[src/rtl/pmp_csr_sequencer_if.sv]
// CSR access port between the PMP programming sequencer (master) and the pmp
// block (slave). One access per cycle: wr_en or rd_en with rw_addr; write data
// on wdata, read data returned on rdata the cycle after rd_en.
//   wr_en   : write strobe
//   rd_en   : read strobe
//   rw_addr : CSR address
//   wdata   : write data
//   rdata   : read data
interface pmp_csr_sequencer_if;
   logic        wr_en;
   logic        rd_en;
   logic [31:0] rw_addr;
   logic [31:0] wdata;
   logic [31:0] rdata;

   modport master (output wr_en, rd_en, rw_addr, wdata, input rdata);
   modport slave  (input wr_en, rd_en, rw_addr, wdata, output rdata);
endinterface

[src/rtl/pmp_csr_sequencer.sv]
// PMP CSR programming sequencer. Holds NUM_REGIONS {pmpaddr, pmpcfg} entries and,
// on start, writes every pmpaddr CSR followed by every packed pmpcfg word, one
// CSR access per cycle, then pulses done.
// Optional feature macro: PMP_SEQ_VERIFY_EN -- reads back each pmpcfg word and
// flags the first mismatch on error/err_idx.
// Ports:
//   clock, reset      : clock (rising edge), asynchronous active-high reset
//   tbl_we/idx/addr/cfg : table load port (acted on only while idle)
//   start             : begin sequence (level, sampled while idle)
//   busy, done        : sequence in progress / one-cycle completion pulse
//   error, err_idx    : readback mismatch flag and cfg word index
//   csr               : CSR access port to the pmp block (master side)
module pmp_csr_sequencer #(
   parameter int unsigned NUM_REGIONS = 4
) (
   input  logic        clock,
   input  logic        reset,
   input  logic        tbl_we,
   input  logic [3:0]  tbl_idx,
   input  logic [31:0] tbl_addr,
   input  logic [7:0]  tbl_cfg,
   input  logic        start,
   output logic        busy,
   output logic        done,
   output logic        error,
   output logic [1:0]  err_idx,
   pmp_csr_sequencer_if.master csr
);

   localparam int unsigned CW        = $clog2(NUM_REGIONS);
   localparam int unsigned NUM_WORDS = NUM_REGIONS / 4;
   localparam logic [CW-1:0] LAST_REG  = CW'(NUM_REGIONS - 1);
   localparam logic [CW-1:0] LAST_WORD = CW'(NUM_WORDS - 1);
   localparam logic [31:0] CSR_PMPADDR0 = 32'h0000_03B0;
   localparam logic [31:0] CSR_PMPCFG0  = 32'h0000_03A0;

   localparam logic [2:0] S_IDLE    = 3'd0;
   localparam logic [2:0] S_WR_ADDR = 3'd1;
   localparam logic [2:0] S_WR_CFG  = 3'd2;
`ifdef PMP_SEQ_VERIFY_EN
   localparam logic [2:0] S_RB_REQ  = 3'd3;
   localparam logic [2:0] S_RB_CHK  = 3'd4;
`endif
   localparam logic [2:0] S_DONE    = 3'd5;

   logic [2:0]    state_q, state_nxt;
   logic [CW-1:0] cnt_q, cnt_nxt;
   logic          wr_en_q, wr_en_nxt;
   logic          busy_q, busy_nxt;
   logic          done_q, done_nxt;
   logic [31:0]   rw_addr_q, rw_addr_nxt;
   logic [31:0]   wdata_q, wdata_nxt;

   logic [31:0]   addr_tbl [NUM_REGIONS];
   logic [7:0]    cfg_tbl  [NUM_REGIONS];
   logic [31:0]   cfg_words [4];
   logic          tbl_wr;
   logic [CW-1:0] tbl_sel;

   // Table writes are accepted only while idle and for in-range indices
   assign tbl_sel = tbl_idx[CW-1:0];
   assign tbl_wr  = tbl_we && (state_q == S_IDLE) && (32'(tbl_idx) < NUM_REGIONS);

   // Region table
   always_ff @(posedge clock or posedge reset) begin
      if (reset) begin
         for (int r = 0; r < NUM_REGIONS; r++) begin
            addr_tbl[CW'(r)] <= '0;
            cfg_tbl[CW'(r)]  <= '0;
         end
      end else if (tbl_wr) begin
         addr_tbl[tbl_sel] <= tbl_addr;
         cfg_tbl[tbl_sel]  <= tbl_cfg;
      end
   end

   // Pack four cfg bytes per pmpcfg word, lowest entry in the low byte
   always_comb begin
      cfg_words = '{default: '0};
      for (int w = 0; w < NUM_WORDS; w++) begin
         for (int b = 0; b < 4; b++) begin
            cfg_words[w][8*b +: 8] = cfg_tbl[CW'(4*w + b)];
         end
      end
   end

`ifdef PMP_SEQ_VERIFY_EN
   logic       error_q, error_nxt;
   logic [1:0] err_idx_q, err_idx_nxt;
   logic       rd_en_q, rd_en_nxt;
`else
   logic unused_rdata;
   assign unused_rdata = ^csr.rdata;
`endif

   // Next state, counter and registered-output values
   always_comb begin
      state_nxt = state_q;
      cnt_nxt   = cnt_q;
`ifdef PMP_SEQ_VERIFY_EN
      error_nxt   = error_q;
      err_idx_nxt = err_idx_q;
`endif
      case (state_q)
         S_IDLE: begin
            if (start) begin
               state_nxt = S_WR_ADDR;
               cnt_nxt   = '0;
`ifdef PMP_SEQ_VERIFY_EN
               error_nxt   = 1'b0;
               err_idx_nxt = 2'd0;
`endif
            end
         end
         S_WR_ADDR: begin
            if (cnt_q == LAST_REG) begin
               state_nxt = S_WR_CFG;
               cnt_nxt   = '0;
            end else begin
               cnt_nxt = cnt_q + CW'(1);
            end
         end
         S_WR_CFG: begin
            if (cnt_q == LAST_WORD) begin
`ifdef PMP_SEQ_VERIFY_EN
               state_nxt = S_RB_REQ;
               cnt_nxt   = '0;
`else
               state_nxt = S_DONE;
`endif
            end else begin
               cnt_nxt = cnt_q + CW'(1);
            end
         end
`ifdef PMP_SEQ_VERIFY_EN
         S_RB_REQ: state_nxt = S_RB_CHK;
         S_RB_CHK: begin
            // First mismatch aborts the remaining readbacks
            if (csr.rdata != cfg_words[cnt_q[1:0]]) begin
               error_nxt   = 1'b1;
               err_idx_nxt = cnt_q[1:0];
               state_nxt   = S_DONE;
            end else if (cnt_q == LAST_WORD) begin
               state_nxt = S_DONE;
            end else begin
               cnt_nxt   = cnt_q + CW'(1);
               state_nxt = S_RB_REQ;
            end
         end
`endif
         S_DONE:  state_nxt = S_IDLE;
         default: state_nxt = S_IDLE;
      endcase

      // Outputs are decoded from the upcoming state so they register in step with it
      wr_en_nxt   = (state_nxt == S_WR_ADDR) || (state_nxt == S_WR_CFG);
      done_nxt    = (state_nxt == S_DONE);
      busy_nxt    = (state_nxt != S_IDLE) && (state_nxt != S_DONE);
      rw_addr_nxt = '0;
      wdata_nxt   = '0;
`ifdef PMP_SEQ_VERIFY_EN
      rd_en_nxt   = (state_nxt == S_RB_REQ);
      if (state_nxt == S_RB_REQ) begin
         rw_addr_nxt = CSR_PMPCFG0 + 32'(cnt_nxt);
      end
`endif
      if (state_nxt == S_WR_ADDR) begin
         rw_addr_nxt = CSR_PMPADDR0 + 32'(cnt_nxt);
         // A load in the start cycle must reach the first address write
         wdata_nxt   = (tbl_wr && (tbl_sel == cnt_nxt)) ? tbl_addr : addr_tbl[cnt_nxt];
      end else if (state_nxt == S_WR_CFG) begin
         rw_addr_nxt = CSR_PMPCFG0 + 32'(cnt_nxt);
         wdata_nxt   = cfg_words[cnt_nxt[1:0]];
      end
   end

   // State and output registers
   always_ff @(posedge clock or posedge reset) begin
      if (reset) begin
         state_q   <= S_IDLE;
         cnt_q     <= '0;
         wr_en_q   <= 1'b0;
         busy_q    <= 1'b0;
         done_q    <= 1'b0;
         rw_addr_q <= '0;
         wdata_q   <= '0;
      end else begin
         state_q   <= state_nxt;
         cnt_q     <= cnt_nxt;
         wr_en_q   <= wr_en_nxt;
         busy_q    <= busy_nxt;
         done_q    <= done_nxt;
         rw_addr_q <= rw_addr_nxt;
         wdata_q   <= wdata_nxt;
      end
   end

`ifdef PMP_SEQ_VERIFY_EN
   // Readback strobe and sticky mismatch report
   always_ff @(posedge clock or posedge reset) begin
      if (reset) begin
         rd_en_q   <= 1'b0;
         error_q   <= 1'b0;
         err_idx_q <= 2'd0;
      end else begin
         rd_en_q   <= rd_en_nxt;
         error_q   <= error_nxt;
         err_idx_q <= err_idx_nxt;
      end
   end

   assign csr.rd_en = rd_en_q;
   assign error     = error_q;
   assign err_idx   = err_idx_q;
`else
   assign csr.rd_en = 1'b0;
   assign error     = 1'b0;
   assign err_idx   = 2'd0;
`endif

   assign csr.wr_en   = wr_en_q;
   assign csr.rw_addr = rw_addr_q;
   assign csr.wdata   = wdata_q;
   assign busy        = busy_q;
   assign done        = done_q;

endmodule
[src/flat_wrapper.sv]
// flat-port wrapper written by rule: the top's interface ports become plain ports
module pmp_csr_sequencer_flat 
#(
   parameter int unsigned NUM_REGIONS = 4
)
  (clock, reset, tbl_we, tbl_idx, tbl_addr, tbl_cfg, start, busy, done, error, err_idx, csr_wr_en, csr_rd_en, csr_rw_addr, csr_wdata, csr_rdata);
  pmp_csr_sequencer_if csr_i ();
  input  logic clock;
  input  logic reset;
  input  logic tbl_we;
  input  logic [3:0] tbl_idx;
  input  logic [31:0] tbl_addr;
  input  logic [7:0] tbl_cfg;
  input  logic start;
  output logic busy;
  output logic done;
  output logic error;
  output logic [1:0] err_idx;
  output wire logic [$bits(csr_i.wr_en)-1:0] csr_wr_en;
  output wire logic [$bits(csr_i.rd_en)-1:0] csr_rd_en;
  output wire logic [$bits(csr_i.rw_addr)-1:0] csr_rw_addr;
  output wire logic [$bits(csr_i.wdata)-1:0] csr_wdata;
  input wire logic [$bits(csr_i.rdata)-1:0] csr_rdata;
  assign csr_wr_en = csr_i.wr_en;
  assign csr_rd_en = csr_i.rd_en;
  assign csr_rw_addr = csr_i.rw_addr;
  assign csr_wdata = csr_i.wdata;
  assign csr_i.rdata = csr_rdata;
  pmp_csr_sequencer #(.NUM_REGIONS(NUM_REGIONS)) u_core (.clock(clock), .reset(reset), .tbl_we(tbl_we), .tbl_idx(tbl_idx), .tbl_addr(tbl_addr), .tbl_cfg(tbl_cfg), .start(start), .busy(busy), .done(done), .error(error), .err_idx(err_idx), .csr(csr_i));
endmodule
[config.mk]
export PLATFORM = sky130hd
export DESIGN_NAME = pmp_csr_sequencer_flat
export DESIGN_NICKNAME = d
export VERILOG_FILES = /design/src/rtl/pmp_csr_sequencer_if.sv /design/src/rtl/pmp_csr_sequencer.sv /design/src/flat_wrapper.sv
export SDC_FILE = /design/constraint.sdc
export NUM_CORES = 1
export LEC_CHECK = 0
export CAP_MARGIN = 20
export CORE_MARGIN = 4
export CORE_UTILIZATION = 30
export DETAILED_ROUTE_END_ITERATION = 7
export SYNTH_ARGS = -nofsm -noshare
export SYNTH_HDL_FRONTEND = slang
export SYNTH_SLANG_ARGS = --single-unit
[constraint.sdc]
create_clock -name clock -period 12.73 [get_ports clock]
set_input_delay 2.546 -clock clock [delete_from_list [all_inputs] [get_ports clock]]
set_output_delay 2.546 -clock clock [all_outputs]
set_load 0.01 [all_outputs]
# Word-level counts from Yosys, hierarchy flattened
# Cells that the tools add are included.
[totals]
reg_bits = 232
inputBits = 80
output_inout_bits = 71
elab_cells = 68
[op_classes]
add_sub_neg = 3
n_lt_le_gt_ge = 4
n_eq_ne = 8
n_mux = 25
bitwise = 3
reduce_logical = 10
[op_table]
columns = ["operator", "n"]
rows = [
  ["$mux W32", 10],
  ["$bmux W32 S2", 2],
  ["$bwmux W128", 1],
  ["$demux W32 S2", 1],
  ["$bwmux W32", 1],
  ["$add A10 B2 Y11 const A", 2],
  ["$demux W8 S2", 1],
  ["$mux W3", 3],
  ["$pmux W3 S3", 1],
  ["$mux W8", 1],
  ["$eq A3 B1 Y1 const B", 2],
  ["$eq A3 B2 Y1 const B", 2],
  ["$ge A3 B3 Y1 const B", 2],
  ["$mux W2", 3],
  ["$not A2 Y3", 2],
  ["$pmux W2 S3", 1],
  ["$logic_and A1 B1 Y1", 5],
  ["$lt A4 B3 Y1 const B", 1],
  ["$eq A3 B3 Y1 const B", 1],
  ["$logic_not A3 Y1", 1],
  ["$lt A3 B1 Y1 const B", 1],
  ["$ne A3 B3 Y1 const B", 1],
  ["$reduce_bool A3 Y1", 1],
  ["$add A2 B1 Y2 const B", 1],
  ["other kinds (6)", 6],
]

# Logic depth before layout (Yosys ltp)
[depth]
depth_word = 9
ltp_mapped = 12
mapped_depth_nobuf = 9

# Least setup slack after synthesis
# OpenSTA, ideal clock, no wires.
[synth_timing]
kind = "input port to flip-flop"
from = "input port tbl_idx[2]"
to = "register u_core.addr_tbl[32] in the netlist's numbering, enable pin"
setup_time_ps = 502
t_arrival_ps = 6120
t_required_ps = 12228
setup_slack_ps = 6108
path_stages = 3
n_path_buf = 0
path_cell_list = "nor4b_1 nand2_1 nor4_1"
[synth_via]
elab_chain_cells = 3
[synth_lines]
columns = ["item", "line_no", "text"]
rows = [
  ["from (decl)", "flat_wrapper.sv:11", "input logic [3:0] tbl_idx;"],
  ["$lt A4 B3 Y1", "pmp_csr_sequencer.sv:62", "assign tbl_wr = tbl_we && (state_q == S_IDLE) && (32'(tbl_idx) < NUM_REGIONS);"],
  ["$logic_and A1 B1 Y1", "pmp_csr_sequencer.sv:62", ""],
  ["$reduce_and A2 Y1 (no source line)", "--", ""],
  ["to (signal, indexed assignment)", "pmp_csr_sequencer.sv:72", "addr_tbl[tbl_sel] <= tbl_addr;"],
  ["to (decl)", "pmp_csr_sequencer.sv:54", "logic [31:0] addr_tbl [NUM_REGIONS];"],
]
# Every way passes these cells.
# A chain may end at the register's enable or synchronous reset.

# Worst setup path after layout
[layout_timing]
from = "input port start"
to = "register u_core.wdata_q[12] (netlist: u_core.csr.wdata[12])"
[layout_via]
elab_chain_cells = 8
elab_cells_between_ends = 18
cone_classes = "3 x eq/ne; 13 x mux; 1 x bitwise; 1 x reduce/logical"
[layout_lines]
columns = ["item", "line_no", "text"]
rows = [
  ["from (decl)", "flat_wrapper.sv:14", "input logic start;"],
  ["$mux W2", "pmp_csr_sequencer.sv:106", "if (start) begin"],
  ["$pmux W2 S3", "pmp_csr_sequencer.sv:104", "case (state_q)"],
  ["$not A2 Y3 (implied by the code)", "pmp_csr_sequencer.sv:170, pmp_csr_sequencer.sv:173", ""],
  ["$bmux W32 S2 (on tied branches)", "pmp_csr_sequencer.sv:173, pmp_csr_sequencer.sv:170", ""],
  ["$mux W32 (on tied branches) (2 in a row)", "pmp_csr_sequencer.sv:173, pmp_csr_sequencer.sv:170", ""],
  ["$mux W32 (on tied branches)", "pmp_csr_sequencer.sv:171, pmp_csr_sequencer.sv:170", ""],
  ["$mux W32 (*)", "pmp_csr_sequencer.sv:167", "if (state_nxt == S_WR_ADDR) begin"],
  ["named net u_core.wdata_nxt[12]", "pmp_csr_sequencer.sv:52", "logic [31:0] wdata_q, wdata_nxt;"],
  ["to (signal assigned)", "pmp_csr_sequencer.sv:194", "wdata_q <= wdata_nxt;"],
  ["to (decl)", "pmp_csr_sequencer.sv:52", ""],
]
# Mark *: on every way through the listed nets, which the timed path passes. The rest lies on a longest branch. The select of a mux whose other input is x is not followed.

==> flow_summary.yaml <==
status:
  status: "completed"
sta:
  layout_min_cycle_time_ns: 5.25
  relSlewSlack_pct: 37.6
  finalSetupTns_ns: 0
  hold_violations: 0
  fmax_mhz: 191
  hold_ws_ns: 0.506
  tightestPinTransition_ns: 0.936
  skew_ns: 0.0110
  setup_violations: 0
  post-route-worst-setup-slack_ns: 7.48
  final_max_slew_viol_count: 0
  period_share_pct: 41.2
  rsz0062_at_grt: "no"
power:
  p_per_area_nw_per_um2: 246
  ir_drop_uv: 160
  sequentialPowerShare_pct: 36.5
  power_mw: 2.39
  p_clk_share_pct: 22.3
  power_leakage_nw: 3.96
  p_sw_share_pct: 36.5
  power_frac_comb_pct: 41.2
  switchingPower_uw: 872
  p_int_mw: 1.52
yosys:
  ys_seq_area_share_pct: 62.2
  netlist_area_um2: 8030
  synthTopCellsByArea: "dfrtp_1, edfxtp_1, mux2_2, a221o_1, buf_4"
  post-synth-top-count-cell: "dfrtp_1"
  netlist.area_leader.share_pct: 38.3
  yosysUniqueCellTypes: 44
  synth_top_flop_cell: "dfrtp_1"
  yosys-top-cells-count: "dfrtp_1, mux2_2, edfxtp_1"
  ys_seq_elements: 187
  postSynthCellCount: 588
  yosysWarnings: 0
  synth_enable_flop_cells: 64
  avgSynthCellArea_um2: 13.7
  async_flop_share_pct: 65.8
  yosysTopAreaCell: "dfrtp_1"
layout:
  drive_gt1_share_pct: 21.0
  fin_util_pct: 37.0
  finalNetCount: 745
  fin_area_um2: 9700
  fillCellCount: 2511
  final_cells: 1010
  final-seq-area_um2: 5000
  area_delta_synth_final_pct: 20.7
  multi_input_area_um2: 2660
  insertedDiodeCount: 0
global_routing:
  grt.overflow.total: 0
  antenna_found_initial: 1
  grt_pass1_wl_um: 28900
  grt_pass1_vias: 4945
  grt_max_degree: 75
  grt_use_total_pct: 12.8
placement:
  dpl.hpwl_um: 10900
  place_ws_ns: 7.04
  routabilityCongestion: 0.734
  dp_cells: 978
  port_buffers: 89
  dpl_cell_area_um2: 9100
worst_setup_path:
  startpoint_type: "input port"
  endpoint_kind: "flip-flop"
  arrival_ns: 5.61
  reg2reg_from: "u_core.cnt_q[0]"
  startpoint: "start"
  criticalPathCategory: "input port to flip-flop"
  worstPathMaxFanout: 65
  critical_path_required_ns: 13.09
floorplan:
  fp-row-count: 59
  die_y_um: 172
  dieArea_um2: 29500
  start_util_pct: 30.7
  ioPinCount: 151
  core_um2: 26200
  fp.dieW_um: 172
cts:
  postCtsSetupRepairBufs: 0
  cts-root-buf: "clkbuf_16"
  insertion_delay_ns: 0.43
  clock-sinks: 187
  cts_tree: "done"
  numCtsBuffers: 17
  cts_hold_buffers: 0
  cts_resized: 0
  path_clk_slew_ns: 0.07
  cts_htree_levels: 4
  cts.path.max_buffers: 2
route:
  drtAntennaViolNets: 0
  drt-total-wl_um: 18600
  vias_per_cell: 4.87
  drt_pre_antenna_iters: 5
  via_count: 4916
  route.detailed.drc: 0
  drtIter0Drc: 281
  avgRoutedWirePerCell_um: 18.4
worst_hold_path:
  hold_path_class: "flip-flop to flip-flop"
  min_from: "u_core.addr_tbl[76]"
run:
  cap_violations: 0
cell families after synthesis:
| family | Yosys count | synth area share (%) |
|---|---|---|
| adder cells (fa/ha/maj) | 3 | 0.467 |
| AND/OR/NAND/NOR | 79 | 4.56 |
| buffers and inverters | 84 | 6.25 |
| flip-flops | 187 | 62.2 |
| multiplexers | 96 | 13.2 |
| other | 1 | 0.0467 |
| AO/OA/AOI/OAI | 138 | 13.2 |
path summary, 6_finish.rpt:
path / endpoint / slack, ns / cells after the start
max: u_core.csr.wdata[12] / 7.48 / 8
min: u_core.addr_tbl[76] / 0.51 / 1
max reg2reg: u_core.csr.wdata[12] / 9.33 / 9
min reg2reg: u_core.addr_tbl[76] / 0.51 / 1
max in group asynchronous: u_core.cfg_tbl[21] / 8.65 / 3
min in group asynchronous: u_core.addr_tbl[92] / 2.71 / 2
power by group through the flow:
stage | Sequential [mW] | Clock (mW) | Combinational (mW)
finish | 0.871 | 0.532 | 0.983
global route | 0.891 | 0.574 | 1.09
CTS | 0.872 | 0.547 | 1.00
detailed placement | 0.884 | 0 | 0.997
global placement | 0.880 | 0 | 0.991
floorplan | 0.876 | 0 | 0.719
layer usage:
layer	vias up	global-route usage, %	share of wire [%]
li1	2275	-	-
met1	2501	17.1	46
met2	120	20.5	48
met3	18	3.22	4.7
met4	2	3.96	1.2
met5	-	0	0.070
cell type report:
cell class | count | share of cell area [%]
clock inverters | 15 | 1.75
flip-flops and latches | 187 | 51.6
repair buffers | 101 | 10.1
clock buffers | 17 | 4.39
multi-input cells | 345 | 27.4
well taps | 335 | 4.32
inverters | 10 | 0.426
state kept, by name, indices dropped and copies added (netlist names):
signal and cells:
u_core.csr.wdata 32, u_core.csr.rw_addr 4, u_core.done 1, u_core.cfg_tbl 16, u_core.cnt_q 2, u_core.state_q 3, u_core.addr_tbl 128, u_core.busy 1
worst max-delay path, stage by stage:
cell,delay (ns)
clkdlybuf4s50_1,0.53
nor3_1,0.09
o21ai_4,0.54
and2_2,0.27
buf_4,0.69
mux2i_1,0.17
a2111oi_0,0.53
a221o_1,0.18
cells in the final DEF (no fill, tap or decap), types with 2 or more instances in the layout:
cell type	synthesis	layout
mux2i_1	16	16
inv_8	0	4
clkbuf_16	0	17
a211o_1	2	2
buf_4	37	12
a21oi_1	49	49
nor4b_1	2	2
ha_1	3	3
nand2_1	52	52
mux2_2	80	80
dfrtp_1	123	123
edfxtp_1	64	64
clkdlybuf4s50_1	0	89
nor3_1	4	3
a2111oi_0	16	16
a221o_1	32	32
a21boi_0	16	16
conb_1	1	29
a21o_1	2	2
nor4_2	1	3
inv_1	8	7
nor2_1	7	7
a211oi_2	7	7
a211oi_1	9	9
inv_6	0	9
Power figures use the tool's default switching activity.
